$ cat src/rtl/mem_access_unit_if.sv
// rtl/mem_access_unit_if.sv - pipeline-side and memory-side bundles for mem_access_unit
interface mem_access_unit_pipe_if;
    logic        MemRead;
    logic        MemWrite;
    logic [1:0]  Size;
    logic        SignedLoad;
    logic [31:0] Address;
    logic [31:0] WriteData;
    logic        Stall;
    logic        Done;
    logic [31:0] ReadData;
    logic        AddrErr;
    logic        BusErr;

    modport master (
        output MemRead, MemWrite, Size, SignedLoad, Address, WriteData,
        input  Stall, Done, ReadData, AddrErr, BusErr
    );
    modport slave (
        input  MemRead, MemWrite, Size, SignedLoad, Address, WriteData,
        output Stall, Done, ReadData, AddrErr, BusErr
    );
endinterface

interface mem_access_unit_mem_if;
    logic [31:0] MemAddr;
    logic [31:0] MemWData;
    logic        MemRe;
    logic        MemWe;
    logic [31:0] MemRData;
    logic        MemReady;

    modport master (
        output MemAddr, MemWData, MemRe, MemWe,
        input  MemRData, MemReady
    );
    modport slave (
        input  MemAddr, MemWData, MemRe, MemWe,
        output MemRData, MemReady
    );
endinterface

$ cat src/rtl/mem_access_unit.sv
// rtl/mem_access_unit.sv - memory-stage load/store unit with sub-word RMW and ready timeout
module mem_access_unit #(
    parameter int TIMEOUT = 16,
    parameter int CNT_W   = 5
) (
    input  logic                    Clk,
    input  logic                    Rst,
    mem_access_unit_pipe_if.slave   pipe,
    mem_access_unit_mem_if.master   mem
);

    localparam logic [2:0] S_IDLE      = 3'd0;
    localparam logic [2:0] S_READ      = 3'd1;
    localparam logic [2:0] S_WRITE     = 3'd2;
    localparam logic [2:0] S_RMW_READ  = 3'd3;
    localparam logic [2:0] S_RMW_WRITE = 3'd4;
    localparam logic [2:0] S_DONE      = 3'd5;

    localparam logic [1:0] SZ_WORD = 2'b00;
    localparam logic [1:0] SZ_HALF = 2'b01;
    localparam logic [1:0] SZ_BYTE = 2'b10;
    localparam logic [1:0] SZ_WRD2 = 2'b11;

    localparam logic [CNT_W-1:0] CNT_LAST = (TIMEOUT > 0) ? CNT_W'(TIMEOUT - 1) : '0;

    logic [2:0]       r_state;
    logic [CNT_W-1:0] r_cnt;
    logic [1:0]       r_lane;
    logic [1:0]       r_size;
    logic             r_signed;
    logic [15:0]      r_wdata;
    logic [31:0]      r_mem_addr;
    logic [31:0]      r_mem_wdata;
    logic             r_mem_re;
    logic             r_mem_we;
    logic             r_done;
    logic [31:0]      r_rdata;
    logic             r_addr_err;
    logic             r_bus_err;

    logic             w_req;
    logic             w_word;
    logic             w_illegal;
    logic             w_phase;
    logic             w_timeout;
    logic [7:0]       w_byte;
    logic [15:0]      w_half;
    logic [31:0]      w_load_data;
    logic [31:0]      w_merged;

    assign w_req  = pipe.MemRead | pipe.MemWrite;
    assign w_word = (pipe.Size == SZ_WORD) || (pipe.Size == SZ_WRD2);

    assign w_illegal = (pipe.MemRead & pipe.MemWrite)
                     | ((pipe.Size == SZ_HALF) & pipe.Address[0])
                     | (w_word & (pipe.Address[1:0] != 2'b00));

    assign w_phase = (r_state == S_READ) || (r_state == S_WRITE) ||
                     (r_state == S_RMW_READ) || (r_state == S_RMW_WRITE);

    // TIMEOUT == 0 disables the abort; the counter just wraps harmlessly
    assign w_timeout = (TIMEOUT != 0) && (r_cnt == CNT_LAST);

    assign pipe.Stall = w_phase || ((r_state == S_IDLE) && w_req);

    assign w_byte = mem.MemRData[{r_lane, 3'b000} +: 8];
    assign w_half = mem.MemRData[{r_lane[1], 4'b0000} +: 16];

    always_comb begin
        w_load_data = mem.MemRData;
        case (r_size)
            SZ_BYTE: w_load_data = {{24{r_signed & w_byte[7]}}, w_byte};
            SZ_HALF: w_load_data = {{16{r_signed & w_half[15]}}, w_half};
            default: w_load_data = mem.MemRData;
        endcase
    end

    // Little-endian lane merge of the latched store data into the fetched word
    always_comb begin
        w_merged = mem.MemRData;
        if (r_size == SZ_BYTE) begin
            w_merged[{r_lane, 3'b000} +: 8] = r_wdata[7:0];
        end else begin
            w_merged[{r_lane[1], 4'b0000} +: 16] = r_wdata;
        end
    end

    always_ff @(posedge Clk or negedge Rst) begin
        if (!Rst) begin
            r_state     <= S_IDLE;
            r_cnt       <= '0;
            r_lane      <= 2'b00;
            r_size      <= SZ_WORD;
            r_signed    <= 1'b0;
            r_wdata     <= 16'h0;
            r_mem_addr  <= 32'h0;
            r_mem_wdata <= 32'h0;
            r_mem_re    <= 1'b0;
            r_mem_we    <= 1'b0;
            r_done      <= 1'b0;
            r_rdata     <= 32'h0;
            r_addr_err  <= 1'b0;
            r_bus_err   <= 1'b0;
        end else begin
            case (r_state)
                S_IDLE: begin
                    if (w_req) begin
                        r_lane   <= pipe.Address[1:0];
                        r_size   <= pipe.Size;
                        r_signed <= pipe.SignedLoad;
                        r_wdata  <= pipe.WriteData[15:0];
                        r_cnt    <= '0;
                        if (w_illegal) begin
                            r_state    <= S_DONE;
                            r_done     <= 1'b1;
                            r_addr_err <= 1'b1;
                            r_bus_err  <= 1'b0;
                            r_rdata    <= 32'h0;
                        end else begin
                            r_mem_addr <= {pipe.Address[31:2], 2'b00};
                            if (pipe.MemRead) begin
                                r_state  <= S_READ;
                                r_mem_re <= 1'b1;
                            end else if (w_word) begin
                                r_state     <= S_WRITE;
                                r_mem_we    <= 1'b1;
                                r_mem_wdata <= pipe.WriteData;
                            end else begin
                                r_state  <= S_RMW_READ;
                                r_mem_re <= 1'b1;
                            end
                        end
                    end
                end

                S_READ, S_WRITE, S_RMW_READ, S_RMW_WRITE: begin
                    if (mem.MemReady) begin
                        r_cnt <= '0;
                        if (r_state == S_RMW_READ) begin
                            r_state     <= S_RMW_WRITE;
                            r_mem_re    <= 1'b0;
                            r_mem_we    <= 1'b1;
                            r_mem_wdata <= w_merged;
                        end else begin
                            r_state    <= S_DONE;
                            r_mem_re   <= 1'b0;
                            r_mem_we   <= 1'b0;
                            r_done     <= 1'b1;
                            r_addr_err <= 1'b0;
                            r_bus_err  <= 1'b0;
                            r_rdata    <= (r_state == S_READ) ? w_load_data : 32'h0;
                        end
                    end else if (w_timeout) begin
                        r_state    <= S_DONE;
                        r_mem_re   <= 1'b0;
                        r_mem_we   <= 1'b0;
                        r_done     <= 1'b1;
                        r_addr_err <= 1'b0;
                        r_bus_err  <= 1'b1;
                        r_rdata    <= 32'h0;
                    end else begin
                        r_cnt <= r_cnt + 1'b1;
                    end
                end

                S_DONE: begin
                    r_done  <= 1'b0;
                    r_state <= S_IDLE;
                end

                default: begin
                    r_state  <= S_IDLE;
                    r_mem_re <= 1'b0;
                    r_mem_we <= 1'b0;
                    r_done   <= 1'b0;
                end
            endcase
        end
    end

    assign pipe.Done     = r_done;
    assign pipe.ReadData = r_rdata;
    assign pipe.AddrErr  = r_addr_err;
    assign pipe.BusErr   = r_bus_err;
    assign mem.MemAddr   = r_mem_addr;
    assign mem.MemWData  = r_mem_wdata;
    assign mem.MemRe     = r_mem_re;
    assign mem.MemWe     = r_mem_we;

endmodule
$ cat src/flat_wrapper.sv
// flat-port wrapper written by rule: the top's interface ports become plain ports
module mem_access_unit_flat 
#(
    parameter int TIMEOUT = 16,
    parameter int CNT_W   = 5
)
  (Clk, Rst, pipe_MemRead, pipe_MemWrite, pipe_Size, pipe_SignedLoad, pipe_Address, pipe_WriteData, pipe_Stall, pipe_Done, pipe_ReadData, pipe_AddrErr, pipe_BusErr, mem_MemAddr, mem_MemWData, mem_MemRe, mem_MemWe, mem_MemRData, mem_MemReady);
  mem_access_unit_pipe_if pipe_i ();
  mem_access_unit_mem_if mem_i ();
  input  logic Clk;
  input  logic Rst;
  input wire logic [$bits(pipe_i.MemRead)-1:0] pipe_MemRead;
  input wire logic [$bits(pipe_i.MemWrite)-1:0] pipe_MemWrite;
  input wire logic [$bits(pipe_i.Size)-1:0] pipe_Size;
  input wire logic [$bits(pipe_i.SignedLoad)-1:0] pipe_SignedLoad;
  input wire logic [$bits(pipe_i.Address)-1:0] pipe_Address;
  input wire logic [$bits(pipe_i.WriteData)-1:0] pipe_WriteData;
  output wire logic [$bits(pipe_i.Stall)-1:0] pipe_Stall;
  output wire logic [$bits(pipe_i.Done)-1:0] pipe_Done;
  output wire logic [$bits(pipe_i.ReadData)-1:0] pipe_ReadData;
  output wire logic [$bits(pipe_i.AddrErr)-1:0] pipe_AddrErr;
  output wire logic [$bits(pipe_i.BusErr)-1:0] pipe_BusErr;
  output wire logic [$bits(mem_i.MemAddr)-1:0] mem_MemAddr;
  output wire logic [$bits(mem_i.MemWData)-1:0] mem_MemWData;
  output wire logic [$bits(mem_i.MemRe)-1:0] mem_MemRe;
  output wire logic [$bits(mem_i.MemWe)-1:0] mem_MemWe;
  input wire logic [$bits(mem_i.MemRData)-1:0] mem_MemRData;
  input wire logic [$bits(mem_i.MemReady)-1:0] mem_MemReady;
  assign pipe_i.MemRead = pipe_MemRead;
  assign pipe_i.MemWrite = pipe_MemWrite;
  assign pipe_i.Size = pipe_Size;
  assign pipe_i.SignedLoad = pipe_SignedLoad;
  assign pipe_i.Address = pipe_Address;
  assign pipe_i.WriteData = pipe_WriteData;
  assign pipe_Stall = pipe_i.Stall;
  assign pipe_Done = pipe_i.Done;
  assign pipe_ReadData = pipe_i.ReadData;
  assign pipe_AddrErr = pipe_i.AddrErr;
  assign pipe_BusErr = pipe_i.BusErr;
  assign mem_MemAddr = mem_i.MemAddr;
  assign mem_MemWData = mem_i.MemWData;
  assign mem_MemRe = mem_i.MemRe;
  assign mem_MemWe = mem_i.MemWe;
  assign mem_i.MemRData = mem_MemRData;
  assign mem_i.MemReady = mem_MemReady;
  mem_access_unit #(.TIMEOUT(TIMEOUT), .CNT_W(CNT_W)) u_core (.Clk(Clk), .Rst(Rst), .pipe(pipe_i), .mem(mem_i));
endmodule
$ cat config.mk
export PLATFORM = sky130hd
export DESIGN_NAME = mem_access_unit_flat
export DESIGN_NICKNAME = d
export VERILOG_FILES = /design/src/rtl/mem_access_unit_if.sv /design/src/rtl/mem_access_unit.sv /design/src/flat_wrapper.sv
export SDC_FILE = /design/constraint.sdc
export NUM_CORES = 1
export LEC_CHECK = 0
export ABC_AREA = 1
export CAP_MARGIN = 40
export CORE_ASPECT_RATIO = 1.25
export CORE_MARGIN = 4
export CORE_UTILIZATION = 60
export CTS_BUF_LIST = sky130_fd_sc_hd__clkbuf_4 sky130_fd_sc_hd__clkbuf_8
export CTS_CLUSTER_SIZE = 20
export DETAILED_ROUTE_END_ITERATION = 10
export DONT_BUFFER_PORTS = 1
export GPL_ROUTABILITY_DRIVEN = 0
export PLACE_DENSITY = 0.76
export SLEW_MARGIN = 20
export SYNTH_ARGS = -nofsm -noshare
export SYNTH_HDL_FRONTEND = slang
export SYNTH_SLANG_ARGS = --single-unit
export TNS_END_PERCENT = 1
$ cat constraint.sdc
create_clock -name Clk -period 3 [get_ports Clk]
set_clock_uncertainty 0.1 [all_clocks]
set_input_delay 0.3 -clock Clk [delete_from_list [all_inputs] [get_ports Clk]]
set_output_delay 0.3 -clock Clk [all_outputs]
set_load 0.02 [all_outputs]
=== Word-level counts from Yosys, hierarchy flattened ===
Cells that the tools add are included.

* RAM bits: 0
* Flip-flop bits (word level): 128
* Bits in latches: 0
* Memory bits (read-only): 0
* Memories kept: 0
* Input port bits: 104

* Shift operators: 6
* Mux-type cells: 57
* Divide/modulo/power cells: 0
* Reductions and logical operators: 20
* $add $sub $neg: 3
* $lt $le $gt $ge: 0
* Bitwise operators: 10
* Eq/ne operators: 21
* Multipliers: 0

{| class="wikitable"
|+ Operator list
! kind !! number
|-
| $mux 32 || 13
|-
| $pmux 32 s2 || 3
|-
| $bwmux 32 || 2
|-
| $shift 16x7->32 const A || 1
|-
| $shift 8x7->32 const A || 1
|-
| $shiftx 16x7->32 || 1
|-
| $shiftx 32x6->16 || 1
|-
| $shiftx 32x6->8 || 1
|-
| $shiftx 8x7->32 || 1
|-
| $mux 1 || 24
|-
| $mux 3 || 5
|-
| $mux 5 || 3
|-
| $neg 5->7 || 2
|-
| $pmux 5 s2 || 1
|-
| $reduce_and 5->1 || 2
|-
| $ne 3x3->1 const B || 3
|-
| $ne 2x1->1 const B || 4
|-
| $reduce_and 7->1 || 1
|-
| $eq 3x2->1 const B || 2
|-
| $eq 3x3->1 const B || 2
|-
| $ne 2x2->1 const B || 3
|-
| $pmux 1 s2 || 3
|-
| $pmux 1 s3 || 2
|-
| $pmux 3 s2 || 1
|-
| 19 further kinds || 35
|}

=== Logic depth before layout (Yosys ltp) ===
Gate-level depths: netlist (run 1).

* Depth after elaboration: 7
* Gate-level depth with buffers: 12
* Gate-level depth less buffers: 10

=== Worst setup path after synthesis (run 1) ===
Ideal clock, no wire load.

* Path kind: reg2reg
* From: reg u_core.r_lane[1]
* To: reg u_core.r_mem_wdata[6] (netlist: u_core.mem.MemWData[6])
* Setup slack: 911 ps
* Path buffers: 3
* Cell stages (with the launch flop): 12
* Data required time: 2835 ps
* Data arrival time: 1924 ps
* Cell sequence: dfrtp_1 > inv_2 > clkbuf_1 > ha_1 > clkbuf_1 > clkbuf_1 > nand4_1 > o21ai_0 > nand2_1 > nand2_1 > nand3_1 > nand2_1

* Cells in the longest elaborated chain, start to end: 7

{| class="wikitable"
|+ RTL lines
! element !! line !! RTL
|-
| start: declaration || mem_access_unit.sv:28 || <nowiki>logic [1:0] r_lane;</nowiki>
|-
| start signal: assignment || mem_access_unit.sv:108 || <nowiki>r_lane <= pipe.Address[1:0];</nowiki>
|-
| $neg 5->7, on equally long branches || mem_access_unit.sv:84, mem_access_unit.sv:82 ||
|-
| $shiftx 16x7->32 (tied with other cells) || mem_access_unit.sv:84 || <nowiki>w_merged[{r_lane[1], 4'b0000} +: 16] = r_wdata;</nowiki>
|-
| $bwmux 32, on equally long branches || mem_access_unit.sv:84, mem_access_unit.sv:82 ||
|-
| $mux 32 * || mem_access_unit.sv:81 || <nowiki>if (r_size == SZ_BYTE) begin</nowiki>
|-
| $mux 32 * || mem_access_unit.sv:139 || <nowiki>if (r_state == S_RMW_READ) begin</nowiki>
|-
| $mux 32 * || mem_access_unit.sv:137 || <nowiki>if (mem.MemReady) begin</nowiki>
|-
| $pmux 32 s2 * || mem_access_unit.sv:105 || <nowiki>case (r_state)</nowiki>
|-
| end signal: assignment || mem_access_unit.sv:127 || <nowiki>r_mem_wdata <= pipe.WriteData;</nowiki>
|-
| end signal: assignment || mem_access_unit.sv:143 || <nowiki>r_mem_wdata <= w_merged;</nowiki>
|-
| end: declaration || mem_access_unit.sv:33 || <nowiki>logic [31:0] r_mem_wdata;</nowiki>
|}

Every way passes the cells marked *; elsewhere a longest branch is shown, timed or not. The select of a mux whose other input is x is not followed.
A chain may end at the register's enable or synchronous reset.

=== Final worst setup path (run 1) ===
* From: reg u_core.r_lane[0]
* To: reg u_core.r_mem_wdata[16] (netlist: u_core.mem.MemWData[16])

* Cells in the longest elaborated chain, start to end: 7

{| class="wikitable"
|+ RTL lines
! element !! line !! RTL
|-
| $neg 5->7 * || mem_access_unit.sv:82 || <nowiki>w_merged[{r_lane, 3'b000} +: 8] = r_wdata[7:0];</nowiki>
|-
| $shiftx 8x7->32 / $shift 8x7->32 (equally long branches) || mem_access_unit.sv:82 ||
|-
| $bwmux 32 * || mem_access_unit.sv:82 ||
|-
| $mux 32 * || mem_access_unit.sv:81 ||
|-
| $mux 32 * || mem_access_unit.sv:139 ||
|-
| $mux 32 * || mem_access_unit.sv:137 ||
|-
| $pmux 32 s2 * || mem_access_unit.sv:105 ||
|}

Marked as above.

==> results.md, run 1 <==
* Mapped cell area at 7571 µm²
* First-pass GRT wire length at 36120 µm
* Crit end category: flip-flop
* Total Routing Usage GR at 31.52%
* Static Leak at 4.460 nW
* CP startpoint: u_core.r_lane[0]
* Synth Flop Type: dfrtp_1
* Area delta synth->final at 13.75%
* Status: complete, but fails checks
* Routed met2 length at ~11000 µm
* Min Tclk post-route at 2362 ps
* Clock buffer depth at 2
* CP max FO at 18
* DRT met1 WL at 8704 µm
* CTS resizes at 0
* Mean Syn Cell Area at 6.940 µm²
* Smallest hold slack at -565.1 ps
* Clock latency on the worst-skew pair at 460 ps
* Top cell type by total area after synthesis: dfrtp_1
* Initial Util at 61.68%
* Setup TNS at 0 ps
* # rows at 45
* Antenna diode count at 0
* Post-Layout Cell Count at 1303
* Residual DRC count at 0
* Slew headroom at 64.74%
* Critical Path AT at approximately 2700 ps
* Final hold vios at roughly 130
* Routed length on met3 at between 2000 and 2500 µm
* Routed Antenna Nets at 0
* Worst-path cell chain: inv_2 -> ha_1 -> nor2_1 -> nand3_1 -> o21ai_0 -> nand2_1 -> nand2_1 -> nand3_1 -> nand2_1
* Power density cells at ~1200 nW/µm²
* Dpl hpwl at 15410 µm
* Most Frequent Cell on Critical Path: nand2_1
* Cells after DPL at 1204
* Unrepaired setup endpoints after global routing: no
* Peak supply drop at between 0.0006 and 0.0007 V
* Vias per std cell at 5.619
* Num CTS Buffers at 17
* Clk pin slew, worst setup/hold paths at roughly 80 ps
* IO Pins at around 200
* Number of synthesized flops with an enable pin at 0
* Die Y at 133.6 µm
* R2r startpoint: u_core.r_lane[0]
* Antenna violations before repair at 0
* Max-cap violation count at 0
* CTS root buf: clkbuf_8
* Register bit total from synthesis at 128
* Setup-failing EPs final at 0
* Worst Tran Pin Value at between 500 and 600 ps
* Synthesis Warnings at 0
* Critical path class: reg -> reg
* Type of origin of the critical path: flip-flop
* Max Fclk at about 0.42 GHz
* Worst hold path class: in -> async
* 1st-iter DRT viols at 595
* Routed WL per cell at 17.19 µm
* Failing checks: negative hold slack
* Die area at 14490 µm²
* Total congestion overflow at 0
* Top-area cell type share of the netlist area at 42.31%
* Filler cells at 1083
* Seq/Total Area, Yosys at 42.31%
* CP required at about 3300 ps
* Unique masters post-synth at 34
* Multi-input logic area at 3601 µm²
* Number of global-route vias before repair at 7037
* Post-CTS Setup Inserts at 0
* Crit path largest cell delay at ~670 ps
* Final wirelength at 22400 µm
* Share of the core filled with cells at a little over two thirds
* Port buffer count at 0
* Top post-synthesis cells by area: dfrtp_1 42%, nand2_1 21%, a21oi_1 7.5%
* Hold Buf Count CTS at 68
* DR pass1 iterations at 6
* H-tree depth at 4
* TritonCTS clock tree: yes
* Reg area at 3204 µm²
* Crit path max-delay cell type: dfrtp_1
* Share of layout cells above drive strength 1 at 6.497%
* Largest net degree at the start of global routing at about 130
* Final period util at 78.74%
* Final Net Count at 1241
* Max Used Layer: met4
* Area of the core at 12270 µm²
* Gate Count Post-Synth at approximately 1100
* Routed vias at 7321
* Post-synth ARST share at 100.0%
* CTS Sinks at 128
* DIE WIDTH at 108.5 µm
* Slew Viols, Final at 0
* Final total power at 10.19 mW
layer usage:
| layer | track usage, % | vias up |
|---|---|---|
| li1 | - | 3546 |
| met4 | 12.84 | 0 |
| met3 | 8.725 | 53 |
| met1 | 40.54 | 3344 |
| met2 | 50.03 | 378 |
| met5 | 0 | - |
power breakdown:
group          switching (mW)  total, mW  internal, mW
sequential               1.44       3.95          2.52
combinational            3.21       4.73          1.52
clock                   0.753       1.51         0.761
total                    5.40       10.2          4.80
stage by stage:
step                      cell area (µm²)  setup slack [ps]
after detailed placement             7533             726.8
after global routing                 8612             369.6
final                                8612             637.7
after global placement               7533             741.0
after floorplan                      7575             911.5
after CTS                            8612             689.8
worst paths after layout:
kind,end,slack (ps),depth (start not counted)
setup / recovery,u_core.mem.MemWData[16],640,9
hold / removal,u_core.pipe.ReadData[19],-570,0
setup reg to reg,u_core.mem.MemWData[16],640,9
hold reg to reg,u_core.r_wdata[15],390,2
max in group asynchronous,u_core.r_lane[1],3200,0
min in group Clk,u_core.mem.MemWData[29],20,4
cells by family after synthesis:
family	after synthesis	share of synthesized area (%)
buffers and inverters	176	10.21
muxes	1	0.1487
DFF	128	42.31
AOI/OAI and AO/OA	184	12.89
other	1	0.04953
and+or+nand+nor	590	32.62
adders and majority gates	10	1.653
xor gates and xnor gates	1	0.1157
registers in the layout (all words and copies together), names as in the netlist:
signal	flops
u_core.r_size	2
u_core.mem.MemAddr	30
u_core.r_wdata	16
u_core.r_signed	1
u_core.mem.MemWData	32
u_core.r_state	3
u_core.r_lane	2
u_core.pipe.BusErr	1
u_core.pipe.ReadData	32
u_core.pipe.Done	1
u_core.r_cnt	5
u_core.pipe.AddrErr	1
u_core.mem.MemWe	1
u_core.mem.MemRe	1
cells in the final DEF (no fill, tap or decap), types with 17 or more instances in the layout:
master         Yosys  routed
nand2_1          428     428
dfrtp_1          128     127
a21oi_1          114     114
inv_1            102     102
nand3_1           96      96
dlygate4sd3_1      0      68
o21ai_0           43      43
nor2_1            38      38
o22ai_1           23      23
clkbuf_8           0      17
worst max-delay path: cells and delay by family (launching register included):
family / cells / cell delay (ps)
buffers and inverters: 1 / 150
adders and majority gates: 1 / 410
AOI/OAI and AO/OA: 1 / 240
DFF: 1 / 670
and+or+nand+nor: 6 / 710
layout make-up:
| cell class | instances | share of cell area, % |
|---|---|---|
| Sequential cell | 128 | 37.21 |
| Inverter | 110 | 4.853 |
| Clock buffer | 18 | 2.804 |
| Clock inverter | 13 | 1.816 |
| Timing Repair Buffer | 82 | 9.124 |
| Multi-Input combinational cell | 788 | 41.81 |
| Tap cell | 164 | 2.383 |
cells in the mapped netlist (2+ instances only):
cell and count:
a21oi_1 114, buf_2 20, buf_4 2, buf_6 10, clkbuf_1 34, clkinv_1 2, dfrtp_1 128, ha_1 10
inv_1 102, inv_2 4, inv_4 2, nand2_1 428, nand2_2 6, nand3_1 96, nand3_2 2, nand4_1 10
nor2_1 38, nor2_4 2, o21ai_0 43, o21ai_4 2, o22ai_1 23
Power figures use the tool's default switching activity.
==> run 2: changes to the inputs <==
- clock period: 3 -> 2.2 ns (I/O delays scaled with it)
==> run 2 against run 1 <==
The flow still finishes with violations (negative hold slack). Cell area rose by 1.9%. Die area did not move. Flip-flop and latch count did not move. Maximum frequency rose by 16%. Worst setup slack got worse by 480 ps. Cell count rose by 1.2%. First-iteration DRC count rose by 34%. Combinational power rose by 41%. Register-to-register slack got worse by 480 ps. Non-clock buffer count rose by 14. Count of clock-buffer cells in the layout rose by 2. Global-route usage fell by 0.083 points. Largest power group unchanged.
==> results.md, run 2 (same netlist as run 1, synthesis figures left out) <==
* Cell area after layout at 8776 µm²
* H-tree depth at 4
* Worst hold path class: in -> async
* Residual DRC count at 0
* Vias per std cell at 5.535
* Clock latency on the worst-skew pair at 440 ps
* Port buffer count at 0
* Final setup margin at between 150 and 200 ps
* Number of global-route vias before repair at 7049
* Die Y at 133.6 µm
* Share of layout cells above drive strength 1 at between 6 and 7%
* CP required at 2430 ps
* Slew headroom at 66.94%
* Area of the core at 12270 µm²
* DR pass1 iterations at 7
* Num CTS Buffers at 17
* Type of origin of the critical path: flip-flop
* Worst Tran Pin Value at between 400 and 500 ps
* Static Leak at roughly 4.5 nW
* Slew Viols, Final at 0
* Largest net degree at the start of global routing at 129
* Setup-failing EPs final at 0
* DIE WIDTH at 108.5 µm
* Total congestion overflow at 0
* Dpl hpwl at ~15000 µm
* Power density cells at between 1500 and 2000 nW/µm²
* Die area at 14490 µm²
* Hold Buf Count CTS at 78
* Routed Antenna Nets at 0
* Dpl cell area at 7626 µm²
* Final period util at 92.67%
* Final Net Count at ~1300
* Critical Path AT at 2270 ps
* Filler cells at between 1000 and 1500
* Most common cell after layout, fill and taps aside: nand2_1
* IO Pins at 206
* Unrepaired setup endpoints after global routing: yes
* Commonest non-fill, non-tap cells in the layout: 428 x nand2_1, 127 x dfrtp_1, 114 x a21oi_1, 102 x inv_1, 96 x nand3_1
* CTS root buf: clkbuf_8
* Initial Util at around three fifths
* Final hold vios at 128
* Clock buffer depth at 2
* CTS resizes at 0
* Routed WL per cell at 16.89 µm
* Critical path class: reg -> reg
* Routed vias at 7295
* Peak supply drop at about 0.00097 V
* Antenna violations before repair at 0
* TritonCTS clock tree: yes
* # rows at 45
* Clk pin slew, worst setup/hold paths at ~90 ps
* Status: complete, but fails checks
* Antenna diode count at 0
* CP max FO at 35
* 1st-iter DRT viols at 796
* DP Worst Slack at 162.2 ps
* Max-cap violation count at 0
* Final wirelength at 22270 µm
* Failing checks: negative hold slack
* Max Fclk at 0.4905 GHz
* CTS Sinks at 128
* Smallest hold slack at -643.4 ps
* Share of the core filled with cells at 71.50%
* First-pass GRT wire length at 35940 µm
* Area delta synth->final at 15.91%
* Total Routing Usage GR at between 30% and 40%
* Crit end category: flip-flop
* Min Tclk post-route at 2039 ps
## run 2: what timing repair did
item | CTS | global route
setup endpoints to repair | 0 | 10
buffers inserted | 0 | 0
endpoints found under the hold margin | 228 | 128
## run 2: area by class of cell
| type | count | area [µm²] | share of cell area [%] |
|---|---|---|---|
| well taps | 164 | 205.2 | 2.338 |
| repair buffers | 96 | 978.4 | 11.15 |
| clock buffers | 20 | 256.5 | 2.923 |
| inverters | 110 | 417.9 | 4.762 |
| clock inverters | 12 | 112.6 | 1.283 |
| multi-input cells | 788 | 3601 | 41.03 |
| flip-flops and latches | 128 | 3204 | 36.51 |
## run 2: path summary, 6_finish.rpt
kind | startpoint | endpoint | slack, ps | cells after the start
hold / removal | Rst | u_core.pipe.ReadData[25] | -640 | 0
max in group asynchronous | Rst | u_core.r_lane[1] | 2480 | 0
min in group Clk | mem_MemRData[21] | u_core.mem.MemWData[21] | 20 | 6
hold reg to reg | u_core.r_wdata[11] | u_core.r_wdata[11] | 390 | 2
setup / recovery | u_core.r_cnt[0] | u_core.pipe.ReadData[2] | 160 | 9
setup reg to reg | u_core.r_cnt[0] | u_core.pipe.ReadData[2] | 160 | 9
## run 2: where the power goes
part | switching [mW] | internal [mW] | leakage (nW)
Sequential | 1.92 | 3.43 | 1.63
Combinational | 4.41 | 2.26 | 2.71
Clock | 1.00 | 0.931 | 0.176
## run 2: layer usage
layer  track usage, %  vias to the layer above  wire, µm
li1                 -                     3571         -
met4            14.18                        0       877
met3            9.113                       56      2153
met1            38.95                     3294      8609
met2            50.58                      374     10620
met5                0                        -         0
## run 2: worst max-delay path: stages (launching register included)
cell	delay, ps
dfrtp_1	390
ha_1	180
nand2_1	70
nor2_1	100
ha_1	190
inv_1	60
nand2_2	160
nand4_4	410
nand2_1	200
nand2_1	70
## run 2: through the flow
stage / setup TNS (ps) / std cells / power (mW)
finish: 0 / 1318 / 13.95
global route: -116.6 / 1318 / 15.13
CTS: 0 / 1318 / 13.90
detailed placement: 0 / 1208 / 11.84
global placement: 0 / 1208 / 11.71
floorplan: 0 / 1092 / 10.42
